<file path="config.mk">
export PLATFORM = sky130hd
export DESIGN_NAME = control_sequencer
export DESIGN_NICKNAME = d
export VERILOG_FILES = /design/src/rtl/cpu_pkg.sv /design/src/rtl/control_sequencer_if.sv /design/src/rtl/step_counter.sv /design/src/rtl/control_sequencer.sv
export SDC_FILE = /design/constraint.sdc
export NUM_CORES = 1
export LEC_CHECK = 0
export ABC_AREA = 0
export CORE_AREA = 8 8 47 49
export CTS_CLUSTER_SIZE = 25
export DETAILED_ROUTE_END_ITERATION = 6
export DIE_AREA = 0 0 55 57
export HOLD_SLACK_MARGIN = 0.12
export PLACE_DENSITY = 0.73
export SLEW_MARGIN = 25
export SYNTH_ARGS = -nofsm -noshare
export SYNTH_HDL_FRONTEND = slang
export SYNTH_SLANG_ARGS = --single-unit
</file>
<file path="constraint.sdc">
create_clock -name i_clk -period 3.7 [get_ports i_clk]
set_input_delay 1.11 -clock i_clk [delete_from_list [all_inputs] [get_ports i_clk]]
set_output_delay 1.11 -clock i_clk [all_outputs]
set_load 0.01 [all_outputs]
</file>
<file path="src/rtl/cpu_pkg.sv">
// rtl/cpu_pkg.sv - shared opcodes, strobe bit map and microstep encodings
package cpu_pkg;

    localparam int CTRL_W = 12;

    // Bit positions inside o_ctrl_n; every strobe is active low.
    localparam int PC_READ   = 0;
    localparam int PC_WRITE  = 1;
    localparam int PC_INC    = 2;
    localparam int MAR_WRITE = 3;
    localparam int RAM_READ  = 4;
    localparam int IR_READ   = 5;
    localparam int IR_WRITE  = 6;
    localparam int A_READ    = 7;
    localparam int A_WRITE   = 8;
    localparam int B_WRITE   = 9;
    localparam int ALU_READ  = 10;
    localparam int OUT_WRITE = 11;

    localparam logic [3:0] OP_NOP = 4'h0;
    localparam logic [3:0] OP_LDA = 4'h1;
    localparam logic [3:0] OP_ADD = 4'h2;
    localparam logic [3:0] OP_JMP = 4'h4;
    localparam logic [3:0] OP_OUT = 4'h5;
    localparam logic [3:0] OP_HLT = 4'hF;

    typedef enum logic [2:0] {
        T0 = 3'd0,
        T1 = 3'd1,
        T2 = 3'd2,
        T3 = 3'd3,
        T4 = 3'd4
    } step_t;

    // All-ones word with a single strobe pulled low; AND several together.
    function automatic logic [CTRL_W-1:0] strobe_n(input int idx);
        return ~(CTRL_W'(1) << idx);
    endfunction

endpackage

</file>
<file path="src/rtl/control_sequencer_if.sv">
// rtl/control_sequencer_if.sv - advance/last/step handshake between decode and step counter
interface control_sequencer_if;
    import cpu_pkg::*;

    logic  advance;
    logic  last;
    step_t step;

    modport master (output advance, output last, input step);
    modport slave  (input advance, input last, output step);

endinterface

</file>
<file path="src/rtl/step_counter.sv">
// rtl/step_counter.sv - microstep register with last-step clear and enable hold
module step_counter
    import cpu_pkg::*;
(
    input  logic                i_clk,
    input  logic                i_reset_n,
    control_sequencer_if.slave  ctl
);

    step_t step_q;
    step_t step_nxt;

    always_ff @(posedge i_clk or negedge i_reset_n) begin
        if (!i_reset_n) begin
            step_q <= T0;
        end else begin
            step_q <= step_nxt;
        end
    end

    always_comb begin
        step_nxt = step_q;
        if (ctl.advance) begin
            if (ctl.last) begin
                step_nxt = T0;
            end else begin
                step_nxt = step_t'(step_q + 3'd1);
            end
        end
    end

    assign ctl.step = step_q;

endmodule

</file>
<file path="src/rtl/control_sequencer.sv">
// rtl/control_sequencer.sv - microcoded control sequencer; STEP_MODE_EN adds single-instruction stepping
module control_sequencer
    import cpu_pkg::*;
#(
    parameter int OPCODE_W = 4
) (
    input  logic                i_clk,
    input  logic                i_reset_n,
    input  logic                i_enable,
`ifdef STEP_MODE_EN
    input  logic                i_step,
`endif
    input  logic [OPCODE_W-1:0] i_opcode,
    output logic [CTRL_W-1:0]   o_ctrl_n,
    output logic [2:0]          o_step,
    output logic                o_halted
);

    control_sequencer_if ctl ();

    logic              halted;
    logic              run_ok;
    logic              active;
    logic              last;
    logic [CTRL_W-1:0] ctrl_n;

`ifdef STEP_MODE_EN
    logic step_q;
    logic armed;

    // armed covers exactly one instruction: set by an i_step rise while idle at T0,
    // cleared on the edge that ends the instruction's last step.
    always_ff @(posedge i_clk or negedge i_reset_n) begin
        if (!i_reset_n) begin
            step_q <= 1'b0;
            armed  <= 1'b0;
        end else begin
            step_q <= i_step;
            if (!armed && !halted && i_step && !step_q) begin
                armed <= 1'b1;
            end else if (active && last) begin
                armed <= 1'b0;
            end
        end
    end

    assign run_ok = armed;
`else
    assign run_ok = 1'b1;
`endif

    assign active      = i_reset_n && i_enable && !halted && run_ok;
    assign ctl.advance = active;
    assign ctl.last    = last;

    step_counter u_step_counter (
        .i_clk     (i_clk),
        .i_reset_n (i_reset_n),
        .ctl       (ctl)
    );

    always_ff @(posedge i_clk or negedge i_reset_n) begin
        if (!i_reset_n) begin
            halted <= 1'b0;
        end else if (active && ctl.step == T2 && i_opcode == OPCODE_W'(OP_HLT)) begin
            halted <= 1'b1;
        end
    end

    // Opcode is only consulted from T2 on; fetch never looks at it.
    always_comb begin
        ctrl_n = '1;
        last   = 1'b0;
        case (ctl.step)
            T0: ctrl_n = strobe_n(PC_READ) & strobe_n(MAR_WRITE);
            T1: ctrl_n = strobe_n(RAM_READ) & strobe_n(IR_WRITE) & strobe_n(PC_INC);
            T2: begin
                case (i_opcode)
                    OPCODE_W'(OP_LDA),
                    OPCODE_W'(OP_ADD): ctrl_n = strobe_n(IR_READ) & strobe_n(MAR_WRITE);
                    OPCODE_W'(OP_JMP): begin
                        ctrl_n = strobe_n(IR_READ) & strobe_n(PC_WRITE);
                        last   = 1'b1;
                    end
                    OPCODE_W'(OP_OUT): begin
                        ctrl_n = strobe_n(A_READ) & strobe_n(OUT_WRITE);
                        last   = 1'b1;
                    end
                    OPCODE_W'(OP_NOP),
                    OPCODE_W'(OP_HLT): last = 1'b1;
                    default:           last = 1'b1;
                endcase
            end
            T3: begin
                case (i_opcode)
                    OPCODE_W'(OP_LDA): begin
                        ctrl_n = strobe_n(RAM_READ) & strobe_n(A_WRITE);
                        last   = 1'b1;
                    end
                    OPCODE_W'(OP_ADD): ctrl_n = strobe_n(RAM_READ) & strobe_n(B_WRITE);
                    default:           last = 1'b1;
                endcase
            end
            T4: begin
                if (i_opcode == OPCODE_W'(OP_ADD)) begin
                    ctrl_n = strobe_n(ALU_READ) & strobe_n(A_WRITE);
                end
                last = 1'b1;
            end
            default: last = 1'b1;
        endcase
    end

    assign o_ctrl_n = active ? ctrl_n : '1;
    assign o_step   = ctl.step;
    assign o_halted = halted;

endmodule
</file>
# == After elaboration in Yosys (flattened, before gate mapping) ==
# Index checks and enable logic that the tools add are counted.
# Widths: inputs -> output; s select.
# word_totals
reg_bits,4
input_bits,7
out_inout_bits,16
word_cells,29
# classes
add_sub_neg,1
n_eq_ne,9
n_mux,9
reduce_logical,8
# op_table
op,count
$pmux 12 s5,1
$pmux 12 s3,1
$pmux 10 s2,1
$mux 12,1
$mux 11,1
$eq 4x3->1 const B,2
$eq 3x2->1 const B,2
$eq 4x1->1 const B,1
$eq 4x2->1 const B,1
$eq 4x4->1 const B,1
$logic_and 1x1->1,4
$reduce_or 2->1,2
$add 3x1->3 const B,1
$eq 3x1->1 const B,1
$eq 3x3->1 const B,1
$logic_not 3->1,1
$mux 3,1
$pmux 1 s3,1
$mux 1,2
$logic_not 1->1,1

# == Depth between registers and ports, before layout ==
# Gate-level depths: netlist (run 1).
# logic_depth
ltp_word,5
mapped_depth,7
depth_no_buf,5

# == Modules after synthesis ==
# From an unflattened synthesis (run 1), not the netlist that was laid out.
# hier_totals
cells_unflattened,52
hier_area_um2,424.2
# by_module_without_submodules
mod,instances,cells_each,area_per_inst_um2,seq_area_each_um2
control_sequencer,1,39,276.5,25.0
step_counter,1,13,147.6,75.1

# == Worst setup path after synthesis (run 1) ==
# OpenSTA, ideal clock, no wires.
# synth_timing
path_kind,input-to-output
startpoint,input i_opcode[0]
endpoint,output o_ctrl_n[8]
arrival_time_ns,2.134
required_time_ns,2.590
slack_ns,0.456
path_stages,4
n_path_buf,1
path_cell_list,buf_2 > or4b_2 > a21oi_1 > o211ai_1
# synth_via
elab_chain_len,4
elab_cells_between_ends,6
classes_between,2 x eq/ne; 4 x mux
# synth_rtl
item,line,text
from (decl),control_sequencer.sv:13,"input logic [OPCODE_W-1:0] i_opcode,"
$eq 4x2->1 / $eq 4x1->1 (equally long branches),"control_sequencer.sv:95, control_sequencer.sv:105",
$pmux 10 s2 / $mux 11 (equally long branches),"control_sequencer.sv:95, control_sequencer.sv:105",
$pmux 12 s5 *,control_sequencer.sv:74,case (ctl.step)
$mux 12 *,control_sequencer.sv:114,assign o_ctrl_n = active ? ctrl_n : '1;
to (decl),control_sequencer.sv:14,"output logic [CTRL_W-1:0] o_ctrl_n,"
# Mark *: on every way between the ends. The rest lies on a longest branch, timed or not.

# == Final worst setup path (run 1) ==
# layout_timing
startpoint,input i_opcode[1]
endpoint,output o_ctrl_n[8]
# The elaborated chain is that of the path after synthesis.

==> results of run 1 <==
## kinds of logic (layout without fill, tap and decap cells)
| kind of cell | count (synthesis) | in the layout |
|---|---|---|
| AO/OA/AOI/OAI | 17 | 17 |
| XOR/XNOR | 2 | 2 |
| adder cells (fa/ha/maj) | 5 | 5 |
| buffers and inverters | 12 | 42 |
| flip-flops | 4 | 4 |
| multiplexers | 1 | 1 |
| AND/OR/NAND/NOR | 29 | 29 |
## critical path, delay by kind of cell
kind | cells | cell delay (ns)
compound gates | 2 | 0.25
buf+inv | 2 | 0.42
simple gates | 1 | 0.70
## routing by layer
layer | up-vias | track usage [%]
met5 | - | 0
met4 | 0 | 6.87
met3 | 4 | 1.30
met2 | 15 | 19.3
met1 | 285 | 11.4
li1 | 318 | -
## worst max path at each step
| stage | startpoint | endpoint | cells after the start |
|---|---|---|---|
| floorplan | i_opcode[0] | o_ctrl_n[8] | 4 |
| global route | i_opcode[1] | o_ctrl_n[8] | 5 |
| detailed placement | i_opcode[1] | o_ctrl_n[8] | 5 |
| CTS | i_opcode[1] | o_ctrl_n[8] | 5 |
| global placement | i_opcode[1] | o_ctrl_n[8] | 5 |
| finish | i_opcode[1] | o_ctrl_n[8] | 5 |
## sequential cells by signal, indices dropped and copies added, names as in the netlist
| register | count |
|---|---|
| u_step_counter.ctl.step | 3 |
| o_halted | 1 |
## power breakdown
part	internal (mW)	switching, mW	leakage [nW]	total, mW
Combinational	0.151	0.168	0.320	0.319
Sequential	0.0611	0.0193	0.0532	0.0804
Clock	0.0361	0.0155	0.0138	0.0517
## layout by cell type (no fill, tap or decap), drive strengths merged, types with 2 or more instances in the layout
cell type / count
dlymetal6s2s: 2
buf: 18
dlygate4sd2: 8
xor2: 2
dfrtp: 4
nor2: 4
clkdlybuf4s50: 4
inv: 6
clkbuf: 4
nand2: 6
or3: 3
nand2b: 3
nor2b: 2
o21ai: 2
ha: 5
a211o: 3
o41ai: 2
nand3b: 2
## metrics by stage
step                utilization (%)  hold slack, ns  worst slack [ns]  std cells
floorplan                         -           0.514             0.456         70
global placement               53.3           0.471            -0.450        112
detailed placement             53.3           0.474            -0.460        112
CTS                            54.8           0.488          0.000163        117
global route                   55.1           0.512            0.0489        117
finish                         55.1           0.489             0.112        117
## area by class of cell
class,count,area (um2),area share (%)
inverter,6,22.5,2.59
tap,17,21.3,2.45
sequential,4,100,11.5
timing repair buffer,33,265,30.5
clock buffer,3,22.5,2.59
multi-input combinational,54,437,50.3
## timing repair
action	in CTS	in global routing
setup endpoints to repair	12	5
hold buffers	0	0
buffers inserted	2	0
gates resized for setup	43	4
pin swaps	3	2
==> flow_metrics.py, run 1 <==
metrics = {
    "critical_path": {
        "slowest_stage": "or4b_2",
        "critical_path_required_ns": 2.59,
        "cp_max_fo": 5,
        "crit_path_start_kind": "input port",
        "endpoint_kind": "primary output",
        "path_cells": "dlygate4sd2_1 > or4b_2 > a21oi_2 > o211ai_1 > clkbuf_2",
        "crit_type": "input port to primary output",
        "regToRegSetupSlack_ns": 1.88,
        "r2r-start": "u_step_counter.ctl.step[0]",
        "r2r-end": "u_step_counter.ctl.step[0]",
        "rr_worst_depth": 6,
        "cpPeakStageDelay_ns": 0.70,
        "cp.arrival_ns": 2.48,
    },
    "logic_synthesis": {
        "synth_compound_area_share_pct": 23.5,
        "netlist_top_cells_area": "dfrtp_1, ha_1, a211o_2, inv_1, nand2_1",
        "yosys_warnings": 0,
        "ys_types": 38,
        "yosysSeqAreaShare_pct": 17.5,
        "synth_xor_area_share_pct": 3.07,
        "syn_nets": 82,
        "synthAdderAreaFrac_pct": 11.0,
        "synth_top_area_cell": "dfrtp_1",
        "synth_top_family_by_area": "simple AND/OR/NAND/NOR gates",
        "synth_edf_count": 0,
        "yosys.area.top_type_share_pct": 17.5,
        "ys_seq_elements": 4,
        "synth_flop_cell": "dfrtp_1",
        "yosys.area_share.simple_pct": 32.2,
        "synth_commonest_cells": "inv_1, nand2_1, ha_1",
        "synth.avg_cell_area_um2": 8.15,
        "synth_mux_area_share_pct": 1.97,
        "syn_inst": 70,
        "synthesis.area_um2": 571,
        "ys_async_sr_fraction_pct": 100,
    },
    "placement": {
        "dpl.hpwl_um": 1220,
        "placedInstanceArea_um2": 841,
        "portBuffers": 22,
        "gp_congestion": 0.802,
    },
    "hold_path": {
        "hold_depth": 1,
        "holdPathEnd": "o_halted",
        "hold_start": "o_halted",
        "holdCritPathClass": "register to register",
    },
    "detailed_routing": {
        "num_vias": 622,
        "drt-initial-drc-count": 3,
        "wl_met2_um": 859,
        "wl_met3_um": 89,
        "top_layer": "met4",
        "wl_per_cell_um": 14.0,
        "firstDrtPassIters": 2,
        "drt-total-wl_um": 1640,
        "ant_nets": 0,
        "drc": 0,
        "via_per_inst": 5.32,
        "drt-met1-wl_um": 650,
    },
    "sta": {
        "rsz0062_at_grt": "no",
        "skew_ns": 0.00379,
        "relSlewSlack_pct": 78.9,
        "finalSetupViolCount": 0,
        "max_slew.worst_pin.slew_ns": 0.313,
        "fin_crit_ns": 3.59,
        "hold_viol": 0,
        "min_period_over_period_pct": 97.0,
        "fmax_ghz": 0.279,
        "report.final.slew_viol_count": 0,
        "setup_tns_ns": 0,
    },
    "floorplan": {
        "die_h_um": 57,
        "rows": 15,
        "fp.dieW_um": 55,
        "io_pins": 23,
        "die-area_um2": 3140,
        "core_um2": 1580,
        "start_util_pct": 36.2,
    },
    "cts": {
        "cts.sinks": 4,
        "path_clk_slew_ns": 0.04,
        "h-tree-depth": 1,
        "tritoncts": "yes",
        "cts_buffers": 3,
        "insertion_delay_ns": 0.23,
        "cts_buffer_depth": 2,
        "cts_root_buf": "clkbuf_4",
    },
    "final_layout": {
        "area_growth_pct": 52.2,
        "nFillCells": 159,
        "fin_area_um2": 868,
        "nNetsFinal": 114,
        "diodes": 0,
        "layout-drive-gt1-share_pct": 31.0,
    },
    "power": {
        "max-vdd-ir-drop_uv": 406,
        "power.density_nw_per_um2": 520,
        "power.total_mw": 0.451,
        "p_leak_nw": 0.387,
    },
    "global_routing": {
        "grt_pass1_vias": 658,
        "antenna_found_initial": 0,
        "gr-total-overflow": 0,
        "grt_usage_pct": 11.0,
        "grt_pass1_wl_um": 2710,
        "grt_max_degree": 10,
    },
    "job": {
        "cap_violations": 0,
    },
    "outcome": {
        "run_status": "finished, final reports clean",
    },
}
No activity file was read; power rests on OpenSTA's default activity.
==> run 2, diff against run 1 <==
- CELL_PAD_IN_SITES_DETAIL_PLACEMENT: default -> 1
- CELL_PAD_IN_SITES_GLOBAL_PLACEMENT: default -> 1
- CORE_AREA: 8 8 47 49 -> 8 8 54 56
- DIE_AREA: 0 0 55 57 -> 0 0 62 64
- PLACE_DENSITY: 0.73 -> default
- PLACE_DENSITY_LB_ADDON: default -> 0.1
==> flow_metrics.py, run 2 (same netlist as run 1, synthesis figures left out) <==
metrics = {
    "outcome": {
        "run_status": "finished, final reports clean",
    },
    "floorplan": {
        "fp.dieW_um": 62,
        "die-area_um2": 3970,
        "start_util_pct": 27.1,
        "core_um2": 2110,
        "rows": 17,
        "io_pins": 23,
        "die_h_um": 64,
    },
    "detailed_routing": {
        "firstDrtPassIters": 3,
        "drt-initial-drc-count": 1,
        "drc": 0,
        "ant_nets": 0,
        "via_per_inst": 4.82,
        "drt-total-wl_um": 1890,
        "num_vias": 632,
        "wl_per_cell_um": 14.4,
    },
    "critical_path": {
        "crit_path_start_kind": "input port",
        "cp_max_fo": 6,
        "critical_path_required_ns": 2.59,
        "endpoint_kind": "primary output",
        "cp.arrival_ns": 2.54,
        "crit_type": "input port to primary output",
    },
    "final_layout": {
        "nFillCells": 250,
        "layout_commonest_cell": "buf_4",
        "nNetsFinal": 117,
        "layout-drive-gt1-share_pct": 31.1,
        "area_growth_pct": 61.8,
        "layout.cells.non_filler": 131,
        "fin_area_um2": 923,
        "diodes": 0,
        "mostFrequentLayoutCells": "buf_4, dlygate4sd2_1, inv_1, nand2_1, ha_1",
        "largest_reg_flops": 3,
    },
    "sta": {
        "setup_slack_ns": 0.0537,
        "min_period_over_period_pct": 98.5,
        "fmax_ghz": 0.274,
        "timing.hold.ws_ns": 0.490,
        "hold_viol": 0,
        "setup_tns_ns": 0,
        "skew_ns": 0.00307,
        "report.final.slew_viol_count": 0,
        "max_slew.worst_pin.slew_ns": 0.323,
        "finalSetupViolCount": 0,
        "relSlewSlack_pct": 78.4,
        "fin_crit_ns": 3.65,
    },
    "placement": {
        "portBuffers": 22,
        "post-place-ws_ns": -0.482,
        "gp_congestion": 0.747,
        "dpl.hpwl_um": 1560,
        "numPlacedInstances": 126,
        "placedInstanceArea_um2": 877,
    },
    "power": {
        "power.density_nw_per_um2": 507,
        "p_leak_nw": 0.395,
        "max-vdd-ir-drop_uv": 229,
    },
    "cts": {
        "cts_buffers": 3,
        "cts.sinks": 4,
        "cts_root_buf": "clkbuf_4",
        "tritoncts": "yes",
        "cts_hold_buf": 0,
        "path_clk_slew_ns": 0.04,
        "insertion_delay_ns": 0.23,
        "h-tree-depth": 1,
        "cts_buffer_depth": 2,
    },
    "global_routing": {
        "antenna_found_initial": 0,
        "grt_usage_pct": 10.0,
        "grt_pass1_vias": 682,
        "grt_pass1_wl_um": 3150,
        "grt_max_degree": 12,
        "gr-total-overflow": 0,
    },
    "job": {
        "cap_violations": 0,
    },
    "hold_path": {
        "holdCritPathClass": "register to register",
    },
}
## run 2: power breakdown
part / internal, mW / switching, mW
logic: 0.156 / 0.179
clock network: 0.0362 / 0.0163
registers: 0.0611 / 0.0192
## run 2: routing by layer
layer,part of all wire (%),vias to the layer above,GRT usage (%)
met5,0,-,0
met4,0,0,2.56
met3,5.0,0,2.20
met2,51,14,17.9
met1,44,297,11.3
li1,-,321,-
## run 2: area by class of cell
| type | instances | area, um2 | area share, % |
|---|---|---|---|
| Multi-Input combinational cell | 54 | 448 | 48.5 |
| Timing Repair Buffer | 36 | 295 | 32.0 |
| Sequential cell | 4 | 100 | 10.8 |
| Tap cell | 28 | 35.0 | 3.79 |
| Clock buffer | 3 | 22.5 | 2.44 |
| Inverter | 6 | 22.5 | 2.44 |
## run 2: through the flow
step | total power [mW] | util [%]
after floorplan | 0.277 | -
after global placement | 0.415 | 41.7
after detailed placement | 0.426 | 41.7
after CTS | 0.475 | 43.4
after global routing | 0.514 | 43.9
final | 0.468 | 43.9
## run 2: final timing paths
kind | start | endpoint | slack (ns) | cells past startpoint
worst min register to register | o_halted | o_halted | 0.49 | 1
worst max register to register | u_step_counter.ctl.step[0] | u_step_counter.ctl.step[0] | 1.83 | 6
worst max-delay path | i_opcode[2] | o_ctrl_n[8] | 0.05 | 7
worst min-delay path | o_halted | o_halted | 0.49 | 1
min in group asynchronous | i_reset_n | o_halted | 0.92 | 2
max in group asynchronous | i_reset_n | u_step_counter.ctl.step[0] | 2.67 | 2
## run 2: worst max-delay path: stages
cell and delay [ns]:
dlygate4sd2_1 0.30, buf_4 0.17, nor4b_4 0.32, buf_4 0.16
mux2_2 0.14, o211ai_1 0.09, clkdlybuf4s15_1 0.25
## run 2: timing repair
item                       in CTS  in global routing
setup buffers                   1                  1
setup endpoints to repair      12                  1
resized for setup              39                  1
pin swaps                       4                  1
